**src/rtl/sr_ff_bank.sv**
```systemverilog
// sr_ff_bank: a bank of WIDTH clocked flip-flop channels with a per-bank mode
// select (SR, JK, D, T). The forbidden SR input (s=r=1) is resolved by the
// POLICY parameter. Each occurrence is flagged in a sticky per-channel err bit
// and counted by a saturating counter.
//
// Optional feature: define SR_FF_BANK_IRQ_EN to add a registered single-cycle
// irq pulse. It fires when the OR of err rises from 0 to nonzero.
module sr_ff_bank #(
  parameter int               WIDTH   = 4,
  parameter int               CNT_W   = 8,
  parameter int               POLICY  = 0,
  parameter logic [WIDTH-1:0] RST_VAL = '0
) (
  input  logic             clk,
  input  logic             rst_n,
  input  logic             en,
  input  logic [1:0]       mode,
  input  logic [WIDTH-1:0] s,
  input  logic [WIDTH-1:0] r,
  input  logic             err_clr,
  output logic [WIDTH-1:0] q,
  output logic [WIDTH-1:0] qnot,
  output logic [WIDTH-1:0] err,
  output logic [CNT_W-1:0] conflict_cnt
`ifdef SR_FF_BANK_IRQ_EN
  ,
  output logic             irq
`endif
);

  typedef enum logic [1:0] {
    MODE_SR = 2'b00,
    MODE_JK = 2'b01,
    MODE_D  = 2'b10,
    MODE_T  = 2'b11
  } mode_e;

  mode_e            mode_sel;
  logic [WIDTH-1:0] q_next;
  logic [WIDTH-1:0] conflict;
  logic [WIDTH-1:0] err_next;
  logic             any_conflict;
  logic [CNT_W-1:0] cnt_max;

  assign mode_sel     = mode_e'(mode);
  assign any_conflict = |conflict;
  assign cnt_max      = '1;

  // The complement output is derived straight from the register and is never a separate flop.
  assign qnot = ~q;

  // Per-channel next-state decode for the selected mode. This block also flags SR conflicts.
  always_comb begin
    // NOTE: every output of this block gets a default first, so no path can infer a latch.
    q_next   = q;
    conflict = '0;
    if (en) begin
      for (int i = 0; i < WIDTH; i++) begin
        case (mode_sel)
          MODE_SR: begin
            case ({s[i], r[i]})
              2'b10:   q_next[i] = 1'b1;
              2'b01:   q_next[i] = 1'b0;
              2'b11: begin
                conflict[i] = 1'b1;
                if (POLICY == 1)      q_next[i] = 1'b1;
                else if (POLICY == 2) q_next[i] = 1'b0;
                else                  q_next[i] = q[i];
              end
              default: q_next[i] = q[i];
            endcase
          end
          MODE_JK: begin
            case ({s[i], r[i]})
              2'b10:   q_next[i] = 1'b1;
              2'b01:   q_next[i] = 1'b0;
              2'b11:   q_next[i] = ~q[i];
              default: q_next[i] = q[i];
            endcase
          end
          MODE_D:  q_next[i] = s[i];
          MODE_T:  q_next[i] = q[i] ^ s[i];
          default: q_next[i] = q[i];
        endcase
      end
    end
  end

  // Sticky error flags. A conflict on the same edge as err_clr takes priority over the clear.
  always_comb begin
    if (err_clr) err_next = conflict;
    else         err_next = err | conflict;
  end

  // State register bank.
  always_ff @(posedge clk or negedge rst_n) begin
    // NOTE: sequential state uses non-blocking assignments only, so every flop samples pre-edge values.
    if (!rst_n) q <= RST_VAL;
    else        q <= q_next;
  end

  // Error flags and the saturating count of edges that carried at least one conflict.
  always_ff @(posedge clk or negedge rst_n) begin
    if (!rst_n) begin
      err          <= '0;
      conflict_cnt <= '0;
    end else begin
      err <= err_next;
      if (err_clr)
        conflict_cnt <= any_conflict ? CNT_W'(1) : '0;
      else if (any_conflict && conflict_cnt != cnt_max)
        conflict_cnt <= conflict_cnt + CNT_W'(1);
    end
  end

`ifdef SR_FF_BANK_IRQ_EN
  // Pulse for one cycle when the aggregate error goes from clear to set.
  always_ff @(posedge clk or negedge rst_n) begin
    if (!rst_n) irq <= 1'b0;
    else        irq <= (err == '0) && (err_next != '0);
  end
`endif

endmodule

```
**config.mk**
```make
export PLATFORM = sky130hd
export DESIGN_NAME = sr_ff_bank
export DESIGN_NICKNAME = d
export VERILOG_FILES = /design/src/rtl/sr_ff_bank.sv
export SDC_FILE = /design/constraint.sdc
export NUM_CORES = 1
export LEC_CHECK = 0
export CAP_MARGIN = 20
export CORE_MARGIN = 3
export CORE_UTILIZATION = 43
export CTS_BUF_LIST = sky130_fd_sc_hd__clkbuf_4 sky130_fd_sc_hd__clkbuf_8
export CTS_CLUSTER_DIAMETER = 100
export DETAILED_ROUTE_END_ITERATION = 16
export MAX_ROUTING_LAYER = met4
export PLACE_DENSITY_LB_ADDON = 0.2
export SYNTH_ARGS = -nofsm -noshare
export SYNTH_HDL_FRONTEND = slang
export SYNTH_SLANG_ARGS = --single-unit
```
**constraint.sdc**
```tcl
create_clock -name clk -period 1.6 [get_ports clk]
set_input_delay 0.16 -clock clk [delete_from_list [all_inputs] [get_ports clk]]
set_output_delay 0.16 -clock clk [all_outputs]
set_load 0.05 [all_outputs]
```
## Yosys cells after proc, flatten, opt, wreduce, memory -nomap -nowiden

Index checks and enable logic that the tools add are counted.

| word-level totals | value |
|---|---|
| register bits | 16 |
| input bits | 14 |
| output and inout bits | 20 |
| logic and storage cells | 74 |

| operators by class | value |
|---|---|
| $add $sub $neg | 1 |
| eq/ne operators | 24 |
| muxes and demuxes | 25 |
| bitwise operators | 10 |
| reductions and logical operators | 8 |

Operator list:

| cell | count |
|---|---|
| 2-bit equality test, second input constant | 10 |
| 8-bit two-way mux | 2 |
| 1-bit case mux with 4 select lines | 4 |
| 4-bit by 1-bit inequality test with 1-bit output, second input constant | 3 |
| 1-bit case mux with 3 select lines | 4 |
| 3-bit AND reduction | 4 |
| 2-bit by 1-bit equality test with 1-bit output, second input constant | 5 |
| 1-bit two-way mux | 9 |
| 3-bit by 1-bit inequality test with 1-bit output, second input constant | 3 |
| 8-bit by 1-bit adder with 8-bit output, second input constant | 1 |
| 4-bit two-way mux | 2 |
| 8-bit inequality test, second input constant | 1 |
| 1-bit case mux with 2 select lines | 4 |
| 4-bit inequality test, second input constant | 1 |
| 1-bit inverter | 4 |
| 4-bit inverter | 1 |
| 4-bit OR | 1 |
| 4-bit OR reduction | 1 |
| 1-bit XOR | 4 |
| 3-bit inequality test, second input constant | 1 |
| 2-bit zero test | 1 |
| 2-bit nonzero test | 1 |
| 1-bit logical AND | 1 |

## Depth between registers and ports, before layout

| logic depth | value |
|---|---|
| depth after elaboration | 8 |
| depth in mapped cells | 6 |
| depth with buffers taken out | 6 |

## Least setup slack after synthesis

Ideal clock, no wire load.

| timing | value |
|---|---|
| kind | register to register |
| from | reg conflict_cnt[0] |
| to | reg conflict_cnt[5] |
| data arrival time | 1,675 ps |
| data required time | 1,475 ps |
| slack | -200 ps |
| stages on the path, launching flop included | 6 |
| period minus slack after synthesis | 1,800 ps |
| cells stage by stage | dfrtp_1 > ha_1 > nand3_1 > nor2_1 > nor4_1 > mux2_2 |

| between the ends | value |
|---|---|
| word-level cells in the longest chain between the ends | 3 |
| elaborated cells on any way between the ends | 6 |

Ends and longest elaborated chain:

| element | line | RTL |
|---|---|---|
| start: declaration | 24 | `output logic [CNT_W-1:0] conflict_cnt` |
| start signal: assignment | 110 | `conflict_cnt <= any_conflict ? CNT_W'(1) : '0;` |
| start signal: assignment | 112 | `conflict_cnt <= conflict_cnt + CNT_W'(1);` |
| 8-bit by 1-bit adder with 8-bit output or 8-bit inequality test (tied branches) | 112, 111 |  |
| 8-bit two-way mux or 1-bit logical AND (tied branches) | 111 | `else if (any_conflict && conflict_cnt != cnt_max)` |
| 8-bit two-way mux or 2-bit nonzero test (tied branches) | n/a |  |

Several ways; a longest one is shown, not always the timed one. The select of a mux whose other input is x is not followed.
A chain may end at the register's enable or synchronous reset.

## Worst setup path after layout

| timing | value |
|---|---|
| from | reg conflict_cnt[4] |
| to | reg conflict_cnt[0] |

| between the ends | value |
|---|---|
| word-level cells in the longest chain between the ends | 3 |

Ends and longest elaborated chain:

| element | line |
|---|---|
| 8-bit inequality test | 111 |
| 1-bit logical AND | 111 |
| 2-bit nonzero test (no line) | n/a |

Every way passes these cells.

==> impl_metrics.env <==
export IMPL_status="finished clean"
export IMPL_ios=34
export IMPL_slowest_delay_ns=0.45
export IMPL_root_buffer="clkbuf_4"
export IMPL_portBuffers=33
export IMPL_final_cell_mix="buf_4, nand2_1, dfrtp_1"
export IMPL_dieWidth_microns=57.0
export IMPL_coreArea_sq_um=2340
export IMPL_grt_max_degree=17
export IMPL_final_common_cell="buf_4"
export IMPL_area_growth_syn_to_layout_pct=51.8
export IMPL_synth_area_leaders="dfrtp_1, ha_1, inv_1"
export IMPL_drc=0
export IMPL_clk_pin_slew_worst_paths_ns=0.10
export IMPL_vias=1153
export IMPL_synth_edf_count=0
export IMPL_rsz0062_at_grt="no"
export IMPL_placedCellCount=199
export IMPL_dieArea_sq_um=3250
export IMPL_avgSynthCellArea_sq_um=9.32
export IMPL_crit_arrival_ns=1.71
export IMPL_cts_sinks=16
export IMPL_tightest_slew_ns=0.420
export IMPL_fmax_mhz=638
export IMPL_max_slew_margin=0.719
export IMPL_rows=17
export IMPL_synth_yosys_seq_area_share=0.358
export IMPL_synthDominantCellAreaShare=0.358
export IMPL_crit_family="simple AND/OR/NAND/NOR gates"
export IMPL_finalCritPeriodShare=0.979
export IMPL_finalHoldViolations=0
export IMPL_hold_class="input pin to asynchronous set/reset pin"
export IMPL_path_max_fanout=6
export IMPL_first_pass_iters=4
export IMPL_antenna_found_initial=0
export IMPL_crit_path_start_kind="flip-flop"
export IMPL_report_final_slew_viol_count=0
export IMPL_h_tree_depth=1
export IMPL_clockBufferDepth=2
export IMPL_grt_pass1_vias=1072
export IMPL_worst_slack_ns=0.0329
export IMPL_post_drt_via_cell_ratio=5.65
export IMPL_fin_util=0.726
export IMPL_required_ns=1.75
export IMPL_hpwl_microns=2290
export IMPL_track_usage=0.182
export IMPL_end_kind="flip-flop"
export IMPL_finalNetCount=201
export IMPL_whs_ns=0.181
export IMPL_cp_cell_sequence="nand4_1 > nor2_1 > buf_4 > or3_1 > o221ai_1"
export IMPL_ys_flop_type="dfrtp_1"
export IMPL_max_cap_violations=0
export IMPL_drt_initial_drc_count=49
export IMPL_avgRoutedWirePerCell_microns=14.4
export IMPL_period_minus_slack_ns=1.57
export IMPL_final_setup_tns_ns=0
export IMPL_netlist_instances=120
export IMPL_grt_ovfl_total=0
export IMPL_fin_cells=204
export IMPL_drive_above_1_share=0.398
export IMPL_grt_pass1_wl_microns=4580
export IMPL_place_congestion=0.781
export IMPL_syn_area_sq_um=1120
export IMPL_dpl_cell_area_sq_um=1620
export IMPL_cpMaxStageDelayCell="dfrtp_1"
export IMPL_wirelength_microns=2940
export IMPL_reg2reg_slack_ns=0.03
export IMPL_syn_nets=144
export IMPL_synth_top_cell_by_area="dfrtp_1"
export IMPL_worstPathBufferInverterCount=1
export IMPL_ir_drop_v=0.000651
export IMPL_crit_type="flip-flop to flip-flop"
export IMPL_clk_latency_ns=0.29
export IMPL_drtAntennaViolNets=0
export IMPL_finClkSkew_ns=0.00867
export IMPL_totalPowerFinal_mw=1.26
export IMPL_diodes=0
export IMPL_cts_tree="done"
export IMPL_ys_warn_count=0
export IMPL_yosys_register_bits=16
export IMPL_final_cell_area_sq_um=1700
export IMPL_setup_viol=0
export IMPL_numCtsBuffers=3
export IMPL_pre_cts_ws_ns=-0.349
export IMPL_start_util=0.478
export IMPL_leakage_nw=0.796
export IMPL_power_density_nw_per_um2=742
export IMPL_async_flop_share=1.00
export IMPL_die_h_microns=57.0
export IMPL_synth_cell_types=37
## synthesized netlist by cell type, types with 2 or more instances
| master | instances |
|---|---|
| dfrtp_1 | 16 |
| inv_1 | 12 |
| nand2_1 | 12 |
| ha_1 | 10 |
| a21oi_1 | 7 |
| nand3_1 | 5 |
| o21ai_0 | 5 |
| mux2_2 | 4 |
| mux2i_1 | 4 |
| a22o_1 | 3 |
| a31oi_1 | 3 |
| buf_2 | 3 |
| nor2_1 | 3 |
| o31ai_1 | 3 |
| or4_1 | 3 |
| a21bo_2 | 2 |
| nor3_1 | 2 |
| o22ai_1 | 2 |
| o41ai_1 | 2 |
| or3_1 | 2 |
## layout make-up
cell class	instances	area, sq um
flip-flops and latches	16	407
clock buffers	4	30.0
inverters	13	56.3
multi-input cells	87	699
fillers	186	642
repair buffers	56	470
well taps	28	35.0
## logic make-up (layout without fill, tap and decap cells)
group | after synthesis | count (layout) | share of synthesized area
compound gates | 36 | 36 | 0.233
xor+xnor | 1 | 1 | 0.00783
fa+ha+maj | 10 | 10 | 0.112
buf+inv | 17 | 73 | 0.0604
flops | 16 | 16 | 0.358
mux | 8 | 8 | 0.0761
simple gates | 32 | 32 | 0.153
## state kept, by name, summed over array words and instances, names as in the netlist
signal and count:
err 4, conflict_cnt 8, q 4
## metal layers
layer	vias up	wire length [microns]	global-route usage
li1	557	-	-
met1	557	1300	0.222
met5	-	0	-
met2	35	1450	0.310
met4	0	29	0.0497
met3	4	162	0.0317
## worst reg2reg max path: stages (launching register included)
cell and delay, ns:
dfrtp_1 0.45, nand4_1 0.17, nor2_1 0.39, buf_4 0.20
or3_1 0.11, o221ai_1 0.11
## where the power goes
group / switching (mW) / internal, mW
Sequential: 0.0361 / 0.436
Combinational: 0.335 / 0.215
Clock: 0.124 / 0.114
Total: 0.495 / 0.765
## final timing paths
path | startpoint | to | cells after the start
max | conflict_cnt[4]$_DFFE_PN0P_ | conflict_cnt[0]$_DFFE_PN0P_ | 5
min | rst_n | conflict_cnt[2]$_DFFE_PN0P_ | 2
max reg2reg | conflict_cnt[4]$_DFFE_PN0P_ | conflict_cnt[0]$_DFFE_PN0P_ | 5
min reg2reg | err[0]$_DFF_PN0_ | err[0]$_DFF_PN0_ | 1
max in group asynchronous | rst_n | conflict_cnt[0]$_DFFE_PN0P_ | 2
min in group clk | en | q[2]$_DFFE_PN0P_ | 4
## repair_timing
item,in CTS,in global routing
pin swaps,1,1
setup endpoints to repair,5,6
hold buffers,0,0
resized for setup,3,11
buffers inserted,1,0
cloned,0,0
Note: power is estimated with default switching activity, not from simulation.
==> patch, RTL diff (same settings) <==
The parameter `POLICY` goes from 0 to 1.
--- a/src/rtl/sr_ff_bank.sv
+++ b/src/rtl/sr_ff_bank.sv
@@ -10,3 +10,3 @@
   parameter int               CNT_W   = 8,
-  parameter int               POLICY  = 0,
+  parameter int               POLICY  = 1,
   parameter logic [WIDTH-1:0] RST_VAL = '0
Function: changed (a bounded check fails within 4 cycles, from zero or initial values and one cycle with rst_n low).
==> patch against the original RTL <==
- global-route usage rose by 2.6 points
- setup slack got worse by 0.011 ns
- die area is 3.2% lower
- non-clock buffer count down 2
- wire length increased by 7.8%
- sequential cell count unchanged
- cell count is 2.5% lower
- total power down 1.2%
- synthesized area is 3.6% lower
- design area down 1.7%
==> patch: results (changes against the original RTL) <==
| Metric | Value |
|---|---|
| Outcome | completed (unchanged) |
| Worst-path fanout max | 5 (was 6) |
| Critical path destination | conflict_cnt[3]$_DFFE_PN0P_ (was conflict_cnt[0]$_DFFE_PN0P_) |
| R2r endpoint | conflict_cnt[4]$_DFFE_PN0P_ (was conflict_cnt[0]$_DFFE_PN0P_) |
| GRT Overall Usage | 0.209 (was 0.182) |
| Net switching power | 485 uW (was 495 uW) |
| CTS Root Cell | clkbuf_4 (unchanged) |
| Vias in the first global route | 1082 (was 1072) |
| Met2 usage | 0.347 (was 0.310) |
| Worst VDD drop | 689 uV (was 651 uV) |
| Warnings from Yosys | 0 (unchanged) |
| Clock Path Buffers | 2 (unchanged) |
| Max-slew headroom | 0.761 (was 0.719) |
| Placed inst area | 1550 um2 (was 1620 um2) |
| CP arrival | 1.79 ns (was 1.71 ns) |
| Syn nets | 138 (was 144) |
| Fill cell count | 166 (was 186) |
| Leakage | 0.000754 uW (was 0.000796 uW) |
| Seq. pwr | 461 uW (was 472 uW) |
| Met1 Use GR | 0.252 (was 0.222) |
| Detailed router's first-iteration violation count | 45 (was 49) |
| Worst-path clk slew | 0.10 ns (about the same) |
| RD Place Congestion | 0.815 (was 0.781) |
| Top sig layer | met4 (unchanged) |
| Synth Flop Type | dfrtp_1 (unchanged) |
| Met3 wire len | 181 um (was 162 um) |
| Layout cell share with drive strength beyond 1 | 0.374 (was 0.398) |
| Post-CTS Setup Bufs | 0 (was 1) |
| First-pass GRT wire length | 5120 um (was 4580 um) |
| Library cells used by synthesis | 36 (was 37) |
| Clock share of power | 0.220 (was 0.189) |
| DP HPWL | 2260 um (was 2290 um) |
| Met2 wire length | 1610 um (was 1450 um) |
| Critical path origin | r[3] (was conflict_cnt[4]$_DFFE_PN0P_) |
| Sequential area share after synthesis | 0.371 (was 0.358) |
| DR vias/cell | 5.74 (was 5.65) |
| Wl on met1 | 1370 um (was 1300 um) |
| Global Route met3 Usage | 0.0603 (was 0.0317) |
| Final Skew | 0.00415 ns (was 0.00867 ns) |
| H-tree levels | 1 (unchanged) |
| Synth area leaders | dfrtp_1 37%, ha_1 8.1%, mux2i_1 4.6% (was dfrtp_1 36%, ha_1 11%, inv_1 4.0%) |
| Worst r2r src | conflict_cnt[0]$_DFFE_PN0P_ (was conflict_cnt[4]$_DFFE_PN0P_) |
| IO buf count | 33 (unchanged) |
| R2R Setup Slk | 0.09 ns (was 0.03 ns) |
| Nets | 193 (was 201) |
| Clock Latency Late Sink | 0.29 ns (about the same) |
| Drt pass-1 iters | 4 (unchanged) |
| Wire per inst | 15.9 um (was 14.4 um) |
| Largest net degree at the start of global routing | 17 (unchanged) |
| Synth top cells by count | 16 x dfrtp_1, 13 x inv_1, 12 x nand2_1 (was 16 x dfrtp_1, 12 x inv_1, 12 x nand2_1) |
[patch: changes by cell type in the layout (fill, tap and decap cells not counted), sizes merged, moves of 3 or more]
cell / before / now
o2bb2ai: 0 / 4
dlygate4sd2: 2 / 5
o21ai: 6 / 2
a211oi: 0 / 4
ha: 10 / 7
inv: 10 / 13
a21oi: 7 / 3
[patch: kinds of logic (layout without fill, tap and decap cells)]
family	count (synthesis)	in the layout	synth area share
AOI/OAI and AO/OA	29	30	0.208
and+or+nand+nor	37	37	0.180
muxes	8	8	0.0777
adders and majority gates	7	7	0.0812
buffers and inverters	19	72	0.0742
DFF	16	16	0.371
xor gates and xnor gates	1	1	0.00812
[patch: worst max-delay path: stages]
cell,delay (ns)
clkdlybuf4s50_1,0.47
nand2_1,0.19
a21o_4,0.28
or4_1,0.52
a21oi_1,0.16
[patch: area by class of cell]
class | count | area share
clock buffers | 4 | 0.0217
flip-flops and latches | 16 | 0.243
inverters | 14 | 0.0315
multi-input cells | 83 | 0.421
well taps | 28 | 0.0210
repair buffers | 54 | 0.262
[patch: metrics by stage]
step | worst slack, ns | cells | power (uW) | util | hold slack (ns)
2_1_floorplan | -0.0383 | 117 | 765 | - | -0.136
3_3_place_gp | -0.437 | 194 | 949 | 0.674 | 0.476
3_5_place_dp | -0.499 | 194 | 960 | 0.674 | 0.479
4_1_cts | 0.00866 | 199 | 1240 | 0.709 | 0.175
5_1_grt | 0.00301 | 199 | 1300 | 0.727 | 0.181
6_report | 0.0214 | 199 | 1250 | 0.727 | 0.172
[patch: timing repair]
item                                    in CTS  in global routing
endpoints found under the setup margin       9                  7
resized for setup                           14                  7
pin swaps                                    3                  2
hold buffers                                 0                  0
gates cloned                                 1                  0
